File: src/rtl/disp_scan_ctrl_if.sv
// disp_scan_ctrl_if
// Groups the display word input and the scanned digit outputs of the
// seven-segment scan controller into one bundle.
//   master : display word source / display observer
//            (drives word_in, key_active; sees the scan outputs)
//   slave  : disp_scan_ctrl itself
// Signals:
//   word_in      32  display word, nibble i = glyph code of digit i (digit 0 rightmost)
//   key_active    1  high while any key is pressed
//   an_n          8  digit anodes, active low, at most one bit low
//   digit_code    4  glyph code of the currently enabled digit
//   frame_start   1  one-cycle pulse on the first output cycle of digit 0
//   holding       1  high while the last note is held after key release
interface disp_scan_ctrl_if;
  logic [31:0] word_in;
  logic        key_active;
  logic [7:0]  an_n;
  logic [3:0]  digit_code;
  logic        frame_start;
  logic        holding;

  modport master (
    output word_in,
    output key_active,
    input  an_n,
    input  digit_code,
    input  frame_start,
    input  holding
  );

  modport slave (
    input  word_in,
    input  key_active,
    output an_n,
    output digit_code,
    output frame_start,
    output holding
  );
endinterface

File: src/rtl/disp_scan_ctrl.sv
// disp_scan_ctrl
// Time-multiplexed scan controller for an 8-digit seven-segment display.
// The display word is latched into a shadow register only at frame
// boundaries (tick==0, idx==0), so a frame never mixes two words. After key
// release the last word is held for HOLD_FRAMES frames, then IDLE_WORD is
// shown. All outputs are registered, one cycle behind the counter state.
//
// Ports:
//   clk   in   system clock
//   rst   in   synchronous, active-high reset
//   bus   slave modport of disp_scan_ctrl_if
//         (word_in, key_active in; an_n, digit_code, frame_start, holding out)
//
// Optional feature macro: DISP_GUARD_EN
//   When defined, the anodes are blanked (an_n=8'hFF) during the first
//   GUARD_TICKS cycles of every digit slot to suppress ghosting. digit_code
//   and frame_start are unaffected. When undefined, GUARD_TICKS is ignored.
module disp_scan_ctrl #(
  parameter int          DIGIT_TICKS = 100000,
  parameter int          HOLD_FRAMES = 250,
  parameter int          GUARD_TICKS = 1000,
  parameter logic [31:0] IDLE_WORD   = 32'h0E5C_9999
) (
  input  logic            clk,
  input  logic            rst,
  disp_scan_ctrl_if.slave bus
);

  localparam int TW = (DIGIT_TICKS > 2) ? $clog2(DIGIT_TICKS) : 1;
  localparam int HW = (HOLD_FRAMES > 0) ? $clog2(HOLD_FRAMES + 1) : 1;

  localparam logic [TW-1:0] TICK_ZERO = {TW{1'b0}};
  localparam logic [TW-1:0] TICK_ONE  = TW'(1);
  localparam logic [TW-1:0] TICK_LAST = TW'(DIGIT_TICKS - 1);
  localparam logic [TW-1:0] GUARD_LIM = TW'(GUARD_TICKS);
  localparam logic [HW-1:0] HOLD_ZERO = {HW{1'b0}};
  localparam logic [HW-1:0] HOLD_ONE  = HW'(1);
  localparam logic [HW-1:0] HOLD_LOAD = HW'(HOLD_FRAMES);

`ifdef DISP_GUARD_EN
  localparam bit GUARD_ON = 1'b1;
`else
  localparam bit GUARD_ON = 1'b0;
`endif

  // scan counters
  logic [TW-1:0] tick_r;
  logic [2:0]    idx_r;
  logic [TW-1:0] tick_nxt_s;
  logic [2:0]    idx_nxt_s;

  // latched word and hold tracking
  logic [31:0]   shadow_r;
  logic [HW-1:0] hold_cnt_r;
  logic          holding_r;
  logic [31:0]   shadow_nxt_s;
  logic [HW-1:0] hold_cnt_nxt_s;
  logic          holding_nxt_s;

  // output registers
  logic [7:0]    an_n_r;
  logic [3:0]    digit_code_r;
  logic          frame_start_r;
  logic [7:0]    an_n_nxt_s;
  logic [3:0]    digit_code_nxt_s;

  logic          load_s;

  assign load_s = (tick_r == TICK_ZERO) && (idx_r == 3'd0);

  // Tick and digit-index advance; idx wraps 7 -> 0 naturally in 3 bits.
  always_comb begin
    tick_nxt_s = tick_r;
    idx_nxt_s  = idx_r;
    if (tick_r == TICK_LAST) begin
      tick_nxt_s = TICK_ZERO;
      idx_nxt_s  = idx_r + 3'd1;
    end else begin
      tick_nxt_s = tick_r + TICK_ONE;
      idx_nxt_s  = idx_r;
    end
  end

  // Frame-boundary load: new key word, hold countdown, or fall back to idle.
  always_comb begin
    shadow_nxt_s   = shadow_r;
    hold_cnt_nxt_s = hold_cnt_r;
    holding_nxt_s  = holding_r;
    if (load_s) begin
      if (bus.key_active) begin
        shadow_nxt_s   = bus.word_in;
        hold_cnt_nxt_s = HOLD_LOAD;
        holding_nxt_s  = 1'b0;
      end else if (hold_cnt_r != HOLD_ZERO) begin
        shadow_nxt_s   = shadow_r;
        hold_cnt_nxt_s = hold_cnt_r - HOLD_ONE;
        holding_nxt_s  = 1'b1;
      end else begin
        shadow_nxt_s   = IDLE_WORD;
        hold_cnt_nxt_s = HOLD_ZERO;
        holding_nxt_s  = 1'b0;
      end
    end else begin
      shadow_nxt_s   = shadow_r;
      hold_cnt_nxt_s = hold_cnt_r;
      holding_nxt_s  = holding_r;
    end
  end

  // Next output values. The nibble comes from the post-load shadow so the
  // first output cycle of a frame already shows the freshly latched word.
  always_comb begin
    an_n_nxt_s       = 8'hFF;
    digit_code_nxt_s = 4'h0;
    case (idx_r)
      3'd0:    digit_code_nxt_s = shadow_nxt_s[3:0];
      3'd1:    digit_code_nxt_s = shadow_nxt_s[7:4];
      3'd2:    digit_code_nxt_s = shadow_nxt_s[11:8];
      3'd3:    digit_code_nxt_s = shadow_nxt_s[15:12];
      3'd4:    digit_code_nxt_s = shadow_nxt_s[19:16];
      3'd5:    digit_code_nxt_s = shadow_nxt_s[23:20];
      3'd6:    digit_code_nxt_s = shadow_nxt_s[27:24];
      3'd7:    digit_code_nxt_s = shadow_nxt_s[31:28];
      default: digit_code_nxt_s = 4'h0;
    endcase
    if (GUARD_ON && (tick_r < GUARD_LIM)) begin
      an_n_nxt_s = 8'hFF;
    end else begin
      an_n_nxt_s = ~(8'h01 << idx_r);
    end
  end

  // State and output registers with synchronous reset.
  always_ff @(posedge clk) begin
    if (rst) begin
      tick_r        <= TICK_ZERO;
      idx_r         <= 3'd0;
      shadow_r      <= IDLE_WORD;
      hold_cnt_r    <= HOLD_ZERO;
      holding_r     <= 1'b0;
      an_n_r        <= 8'hFF;
      digit_code_r  <= 4'h0;
      frame_start_r <= 1'b0;
    end else begin
      tick_r        <= tick_nxt_s;
      idx_r         <= idx_nxt_s;
      shadow_r      <= shadow_nxt_s;
      hold_cnt_r    <= hold_cnt_nxt_s;
      holding_r     <= holding_nxt_s;
      an_n_r        <= an_n_nxt_s;
      digit_code_r  <= digit_code_nxt_s;
      frame_start_r <= load_s;
    end
  end

  assign bus.an_n        = an_n_r;
  assign bus.digit_code  = digit_code_r;
  assign bus.frame_start = frame_start_r;
  assign bus.holding     = holding_r;

endmodule

File: src/flat_wrapper.sv
// flat-port wrapper written by rule: the top's interface ports become plain ports
module disp_scan_ctrl_flat 
#(
  parameter int          DIGIT_TICKS = 100000,
  parameter int          HOLD_FRAMES = 250,
  parameter int          GUARD_TICKS = 1000,
  parameter logic [31:0] IDLE_WORD   = 32'h0E5C_9999
)
  (clk, rst, bus_word_in, bus_key_active, bus_an_n, bus_digit_code, bus_frame_start, bus_holding);
  disp_scan_ctrl_if bus_i ();
  input  logic clk;
  input  logic rst;
  input wire logic [$bits(bus_i.word_in)-1:0] bus_word_in;
  input wire logic [$bits(bus_i.key_active)-1:0] bus_key_active;
  output wire logic [$bits(bus_i.an_n)-1:0] bus_an_n;
  output wire logic [$bits(bus_i.digit_code)-1:0] bus_digit_code;
  output wire logic [$bits(bus_i.frame_start)-1:0] bus_frame_start;
  output wire logic [$bits(bus_i.holding)-1:0] bus_holding;
  assign bus_i.word_in = bus_word_in;
  assign bus_i.key_active = bus_key_active;
  assign bus_an_n = bus_i.an_n;
  assign bus_digit_code = bus_i.digit_code;
  assign bus_frame_start = bus_i.frame_start;
  assign bus_holding = bus_i.holding;
  disp_scan_ctrl #(.DIGIT_TICKS(DIGIT_TICKS), .HOLD_FRAMES(HOLD_FRAMES), .GUARD_TICKS(GUARD_TICKS), .IDLE_WORD(IDLE_WORD)) u_core (.clk(clk), .rst(rst), .bus(bus_i));
endmodule
File: config.mk
export PLATFORM = sky130hd
export DESIGN_NAME = disp_scan_ctrl_flat
export DESIGN_NICKNAME = d
export VERILOG_FILES = /design/src/rtl/disp_scan_ctrl_if.sv /design/src/rtl/disp_scan_ctrl.sv /design/src/flat_wrapper.sv
export SDC_FILE = /design/constraint.sdc
export NUM_CORES = 1
export LEC_CHECK = 0
export CAP_MARGIN = 0
export CELL_PAD_IN_SITES_DETAIL_PLACEMENT = 1
export CELL_PAD_IN_SITES_GLOBAL_PLACEMENT = 2
export CORE_MARGIN = 3
export CORE_UTILIZATION = 30
export CTS_CLUSTER_DIAMETER = 40
export DETAILED_ROUTE_END_ITERATION = 16
export PLACE_DENSITY_LB_ADDON = 0.12
export SYNTH_ARGS = -nofsm -noshare
export SYNTH_HDL_FRONTEND = slang
export SYNTH_SLANG_ARGS = --single-unit
File: constraint.sdc
create_clock -name clk -period 3.8 [get_ports clk]
set_clock_uncertainty 0.05 [all_clocks]
set_input_delay 0.57 -clock clk [delete_from_list [all_inputs] [get_ports clk]]
set_output_delay 0.57 -clock clk [all_outputs]
set_load 0.02 [all_outputs]
==> results.yml, run 1 <==
status:
  status: "complete, no violations"
route:
  drt-wirelength-per-cell_um: 17.8
  drc: 0
  viasPerCell: 5.16
  drt_iter0_markers: 127
  num_vias: 2895
  routed_wl_um: 9960
  first_pass_iters: 4
  drtAntennaViolNets: 0
sta:
  rsz0062_at_grt: "false"
  max_freq_ghz: 0.344
  slew_violations: 0
  whs_ns: 0.411
  finalHoldViolations: 0
  final.setup.tns_ns: 0
  setup_viol: 0
  worstMarginPinSlew_ns: 0.832
  min_period_ns: 2.90
  final.period_utilization_pct: 76.4
  relSlewSlack_pct: 44.5
clock_network:
  numCtsBuffers: 9
  cts_max_level: 3
  holdBufCountCts: 0
  cts_resized: 0
  cts_tree: "yes"
  cts-root-buf: "clkbuf_8"
  clk_pin_slew_ns: 0.08
  cts_buffer_depth: 2
  cts.sinks: 74
  cts_setup_buffers: 0
  clk_latency_ns: 0.35
critical_path:
  critPathKind: "reg2reg"
  crit_chain: "inv_1 -> ha_1 -> and4bb_2 -> nand4_4 -> or3_1 -> a22oi_2 -> a21oi_1 -> o31a_1"
  required_ns: 3.99
  max_stage_delay_ns: 0.71
  crit_buf_inv: 1
  arrival_ns: 3.09
  end_kind: "flop"
  crit_path_top_delay_cell: "or3_1"
  critPathMaxFanout: 20
  crit_family: "simple AND/OR/NAND/NOR gates"
  startpoint_type: "flop"
synthesis:
  synth_cell_types: 55
  synth-seq-cells: 74
  synth_flop_cell: "dfxtp_1"
  async_flop_share_pct: 0
  synth_top_cell_area_share_pct: 44.5
  post-synth-top-area-cell: "dfxtp_1"
  synth_edf_count: 0
  syn_area_per_cell_um2: 8.71
  yosysWarningCount: 0
  synthesis.nets: 426
  syn_inst: 382
  synth_area_um2: 3330
  yosys-top-cells-area: "dfxtp_1 (45%), nor2_1 (6.4%), nand2_1 (4.4%)"
  synth-seq-area-share_pct: 44.5
pwr:
  p_sw_share_pct: 29.4
  p_per_area_nw_per_um2: 436
  p_clk_share_pct: 34.2
  internal_power_w: 0.00126
  seqPwrFrac_pct: 48.3
  power_leakage_nw: 1.51
  power_switching_w: 0.000523
  power_frac_comb_pct: 17.4
  totalPowerFinal_w: 0.00178
  peakVddDrop_mv: 0.172
die:
  design.core.area_um2: 10600
  die_w_um: 111
  die_area_um2: 12400
  io_pins: 49
  die_y_um: 111
  row_count: 37
  start_util_pct: 31.5
grt:
  overflow: 0
  grt_max_degree: 38
  antenna_found_initial: 0
  use_met3_pct: 3.33
  grt_pass1_vias: 3051
  grt_usage_pct: 16.2
  use_met2_pct: 27.7
  top_usage_layer: "met2"
  gr-usage-met1_pct: 20.8
  grt_pass1_wl_um: 16200
hold_path:
  hp-class: "reg2reg"
layout:
  fillers: 1250
  area_growth_pct: 22.9
  multi_input_area_um2: 1690
  diodes: 0
  postLayoutCoreUtil_pct: 38.7
  layout-drive-gt1-share_pct: 8.24
  layout.nets: 464
  seqCellArea_um2: 1480
placement:
  dp_hpwl_um: 7020
  place.gp.congestion: 0.765
  io_buffers: 48
flow_run:
  cap_violations: 0
-- metrics by stage --
step	cells	worst slack, ns	area, um2
floorplan	382	1.28	3330
CTS	561	0.851	4090
global placement	545	0.916	3890
finish	561	0.897	4090
global route	561	0.711	4090
detailed placement	545	0.829	3890
-- cell usage after synthesis, types with 2 or more instances --
| master | count |
|---|---|
| a211oi_1 | 3 |
| a21o_1 | 2 |
| a21oi_1 | 20 |
| a222oi_1 | 3 |
| a22o_1 | 2 |
| a22oi_1 | 17 |
| a31oi_1 | 3 |
| a32oi_1 | 3 |
| and3_1 | 4 |
| and4_1 | 2 |
| buf_2 | 7 |
| clkbuf_1 | 15 |
| dfxtp_1 | 74 |
| ha_1 | 9 |
| inv_1 | 11 |
| nand2_1 | 39 |
| nand3_1 | 13 |
| nand4_1 | 4 |
| nor2_1 | 57 |
| nor2b_1 | 3 |
| nor3_2 | 3 |
| nor4_1 | 2 |
| nor4_4 | 2 |
| o21ai_0 | 18 |
| o22a_1 | 2 |
| o22ai_1 | 10 |
| o31a_1 | 3 |
| o31ai_1 | 3 |
| or2_2 | 4 |
| or3_1 | 4 |
| or4_1 | 2 |
| xnor2_1 | 7 |
| xor2_1 | 9 |
-- routing by layer --
metal / wire (um) / vias to the layer above
met5: 0 / -
met4: 104 / 0
met3: 324 / 11
met2: 4870 / 46
met1: 4660 / 1406
li1: - / 1432
-- registers in the layout, indices dropped and copies added (netlist names) --
| register | flops |
|---|---|
| u_core.shadow_r | 32 |
| u_core.tick_r | 17 |
| u_core.bus.an_n | 8 |
| u_core.hold_cnt_r | 8 |
| u_core.bus.digit_code | 4 |
| u_core.idx_r | 3 |
| u_core.bus.frame_start | 1 |
| u_core.bus.holding | 1 |
-- cell usage in the layout, fill, tap and decap left out, types with 3 or more instances in the layout --
cell              n
dfxtp_1          74
nor2_1           57
clkdlybuf4s50_1  48
nand2_1          39
a21oi_1          20
o21ai_0          18
a22oi_1          17
nand3_1          13
inv_1            11
o22ai_1          10
xor2_1            9
ha_1              9
clkbuf_8          9
xnor2_1           7
or3_1             4
and3_1            4
or2_2             4
nand4_1           4
buf_4             4
nor3_2            3
nor2b_1           3
a222oi_1          3
a32oi_1           3
o31ai_1           3
o31a_1            3
a31oi_1           3
a211oi_1          3
clkinv_2          3
-- final cells by class --
class	instances	share of cell area, %
tap	136	4.16
timing repair buffer	52	12.5
multi-input combinational	272	41.3
inverter	11	1.01
clock buffer	9	3.03
sequential	74	36.3
clock inverter	7	1.71
-- worst reg2reg max path, cell delays in order, from the launching register on --
cell	delay, ns
dfxtp_1	0.35
inv_1	0.10
ha_1	0.41
and4bb_2	0.35
nand4_4	0.16
or3_1	0.71
a22oi_2	0.35
a21oi_1	0.09
o31a_1	0.24
-- cell families after synthesis --
group | synth area share [%]
muxes | 0.301
DFF | 44.5
and+or+nand+nor | 23.1
xor gates and xnor gates | 4.21
adders and majority gates | 3.39
AOI/OAI and AO/OA | 19.8
buffers and inverters | 4.66
-- worst paths after layout --
kind                                         start                  endpoint  slack (ns)  cells past startpoint
worst max-delay path               u_core.idx_r[1]  u_core.bus.digit_code[1]        0.90                      8
worst min-delay path            u_core.bus.holding        u_core.bus.holding        0.41                      2
worst max register to register     u_core.idx_r[1]  u_core.bus.digit_code[1]        0.90                      8
worst min register to register  u_core.bus.holding        u_core.bus.holding        0.41                      2
-- power groups by stage --
stage	sequential, W	clock [W]	combinational [W]
6_report	0.000860	0.000610	0.000310
5_1_grt	0.000867	0.000664	0.000348
4_1_cts	0.000860	0.000642	0.000314
3_5_place_dp	0.000878	0	0.000312
3_3_place_gp	0.000877	0	0.000309
2_1_floorplan	0.000876	0	0.000199
Note: power is estimated with default switching activity, not from simulation.
==> run 2, diff against run 1 <==
--- a/config.mk
+++ b/config.mk
@@ -9,7 +9,7 @@
 export CELL_PAD_IN_SITES_DETAIL_PLACEMENT = 1
 export CELL_PAD_IN_SITES_GLOBAL_PLACEMENT = 2
 export CORE_MARGIN = 3
-export CORE_UTILIZATION = 30
+export CORE_UTILIZATION = 29
 export CTS_CLUSTER_DIAMETER = 40
 export DETAILED_ROUTE_END_ITERATION = 16
 export PLACE_DENSITY_LB_ADDON = 0.12
==> constraint.sdc (replaced) <==
create_clock -name clk -period 2.5 [get_ports clk]
set_clock_uncertainty 0.05 [all_clocks]
set_input_delay 0.375 -clock clk [delete_from_list [all_inputs] [get_ports clk]]
set_output_delay 0.375 -clock clk [all_outputs]
set_load 0.02 [all_outputs]
==> run 2 against run 1 <==
  * Combinational power up 74%
  * Global-route usage increased by 0.18 points
  * Count of clock-buffer cells in the layout increased by 1
  * Via count increased by 2.8%
  * Power increased by 89%
  * Final area is 9.0% higher
  * Final cell count rose by 4.5%
  * Core utilization up 1.7 points
  * Sequential power increased by 51%
  * First-iteration DRC count increased by 3.9%
  * Flip-flop and latch count unchanged
  * Worst hold slack got worse by 0.0014 ns
  * Largest power group is now clock
  * Highest routed layer unchanged
==> results.yml, run 2 (synthesis results as in run 1) <==
pwr:
  p_per_area_nw_per_um2: 757
  peakVddDrop_mv: 0.282
  power_leakage_nw: 1.69
  totalPowerFinal_w: 0.00337
status:
  status: "complete, no violations"
route:
  viasPerCell: 5.08
  drtAntennaViolNets: 0
  drc: 0
  first_pass_iters: 4
  num_vias: 2975
  routed_wl_um: 9940
  drt_iter0_markers: 132
  drt-wirelength-per-cell_um: 17.0
critical_path:
  max_stage_delay_ns: 0.35
  critPathKind: "reg2reg"
  required_ns: 2.69
  critPathMaxFanout: 22
  arrival_ns: 2.48
  crit_buf_inv: 3
  crit_chain: "inv_1 -> ha_1 -> and4bb_2 -> nand4_4 -> buf_4 -> nor3_4 -> buf_12 -> o22ai_1 -> a2bb2oi_1 -> a221oi_1"
  startpoint_type: "flop"
  end_kind: "flop"
  crit_family: "simple AND/OR/NAND/NOR gates"
  crit_path_top_delay_cell: "dfxtp_1"
die:
  die_y_um: 113
  row_count: 38
  design.core.area_um2: 11000
  start_util_pct: 30.1
  die_area_um2: 12800
  die_w_um: 113
  io_pins: 49
hold_path:
  hp-class: "reg2reg"
grt:
  grt_pass1_wl_um: 16400
  overflow: 0
  antenna_found_initial: 0
  grt_max_degree: 23
  grt_usage_pct: 16.4
  grt_pass1_vias: 3049
sta:
  setup_slack_ns: 0.215
  setup_viol: 0
  worstMarginPinSlew_ns: 0.660
  min_period_ns: 2.28
  finalHoldViolations: 0
  final.period_utilization_pct: 91.4
  slew_violations: 0
  relSlewSlack_pct: 55.9
  rsz0062_at_grt: "false"
  max_freq_ghz: 0.438
  final.setup.tns_ns: 0
placement:
  dp_hpwl_um: 7200
  place.gp.congestion: 0.772
  io_buffers: 48
  dp.cells: 570
  preCtsSetupSlack_ns: 0.0360
layout:
  largest_reg_flops: 32
  layout-drive-gt1-share_pct: 13.2
  top_regs: "u_core.shadow_r x32, u_core.tick_r x17"
  area_growth_pct: 33.9
  final_common_cell: "dfxtp_1"
  diodes: 0
  stdcell_count: 586
  fillers: 1314
  largest-register: "u_core.shadow_r"
  layout.nets: 485
  layout_common_cells: "dfxtp_1 (74), nor2_1 (57), clkdlybuf4s50_1 (48)"
flow_run:
  cap_violations: 0
clock_network:
  cts_buffer_depth: 2
  clk_latency_ns: 0.34
  cts-root-buf: "clkbuf_16"
  cts_resized: 0
  cts.sinks: 74
  cts_setup_buffers: 0
  numCtsBuffers: 9
  cts_max_level: 3
  clk_pin_slew_ns: 0.06
  holdBufCountCts: 0
  cts_tree: "yes"
==> run 2: power by group <==
group          internal (W)  switching, W  total [W]  leakage [nW]
registers           0.00125     0.0000522    0.00130         0.605
clock network       0.00100      0.000526    0.00153         0.165
logic              0.000257      0.000281   0.000538         0.918
==> run 2: through the flow <==
stage | hold slack (ns) | utilization, % | area [um2]
floorplan | 0.381 | - | 3330
global placement | 0.392 | 37.0 | 4080
detailed placement | 0.403 | 37.0 | 4080
CTS | 0.413 | 40.2 | 4440
global route | 0.438 | 40.4 | 4450
finish | 0.410 | 40.4 | 4450
==> run 2: path summary, 6_finish.rpt <==
| path | depth (start not counted) | end | slack, ns | from |
|---|---|---|---|---|
| worst min-delay path | 2 | u_core.bus.holding | 0.41 | u_core.bus.holding |
| worst max-delay path | 10 | u_core.bus.digit_code[0] | 0.22 | u_core.idx_r[0] |
| worst min register to register | 2 | u_core.bus.holding | 0.41 | u_core.bus.holding |
| worst max register to register | 10 | u_core.bus.digit_code[0] | 0.22 | u_core.idx_r[0] |
==> run 2: final cells by class <==
type / count / area (um2) / share of cell area, %
sequential: 74 / 1480 / 33.3
clock inverter: 6 / 114 / 2.56
inverter: 11 / 41.3 / 0.927
timing repair buffer: 73 / 693 / 15.6
multi-input combinational: 272 / 1710 / 38.4
tap: 140 / 175 / 3.93
clock buffer: 10 / 239 / 5.37
==> run 2: per-layer routing <==
metal / part of all wire, % / wire length (um) / track usage [%]
met1: 47 / 4620 / 21.2
met5: 0 / 0 / 0
met4: 1.9 / 187 / 6.73
met2: 49 / 4830 / 26.9
met3: 3.0 / 299 / 3.10
==> run 2: worst register-to-register path, cell delays in order (launching register included) <==
cell and delay, ns:
dfxtp_1 0.35, inv_1 0.10, ha_1 0.19, and4bb_2 0.30
nand4_4 0.11, buf_4 0.20, nor3_4 0.15, buf_12 0.19
o22ai_1 0.11, a2bb2oi_1 0.18, a221oi_1 0.26
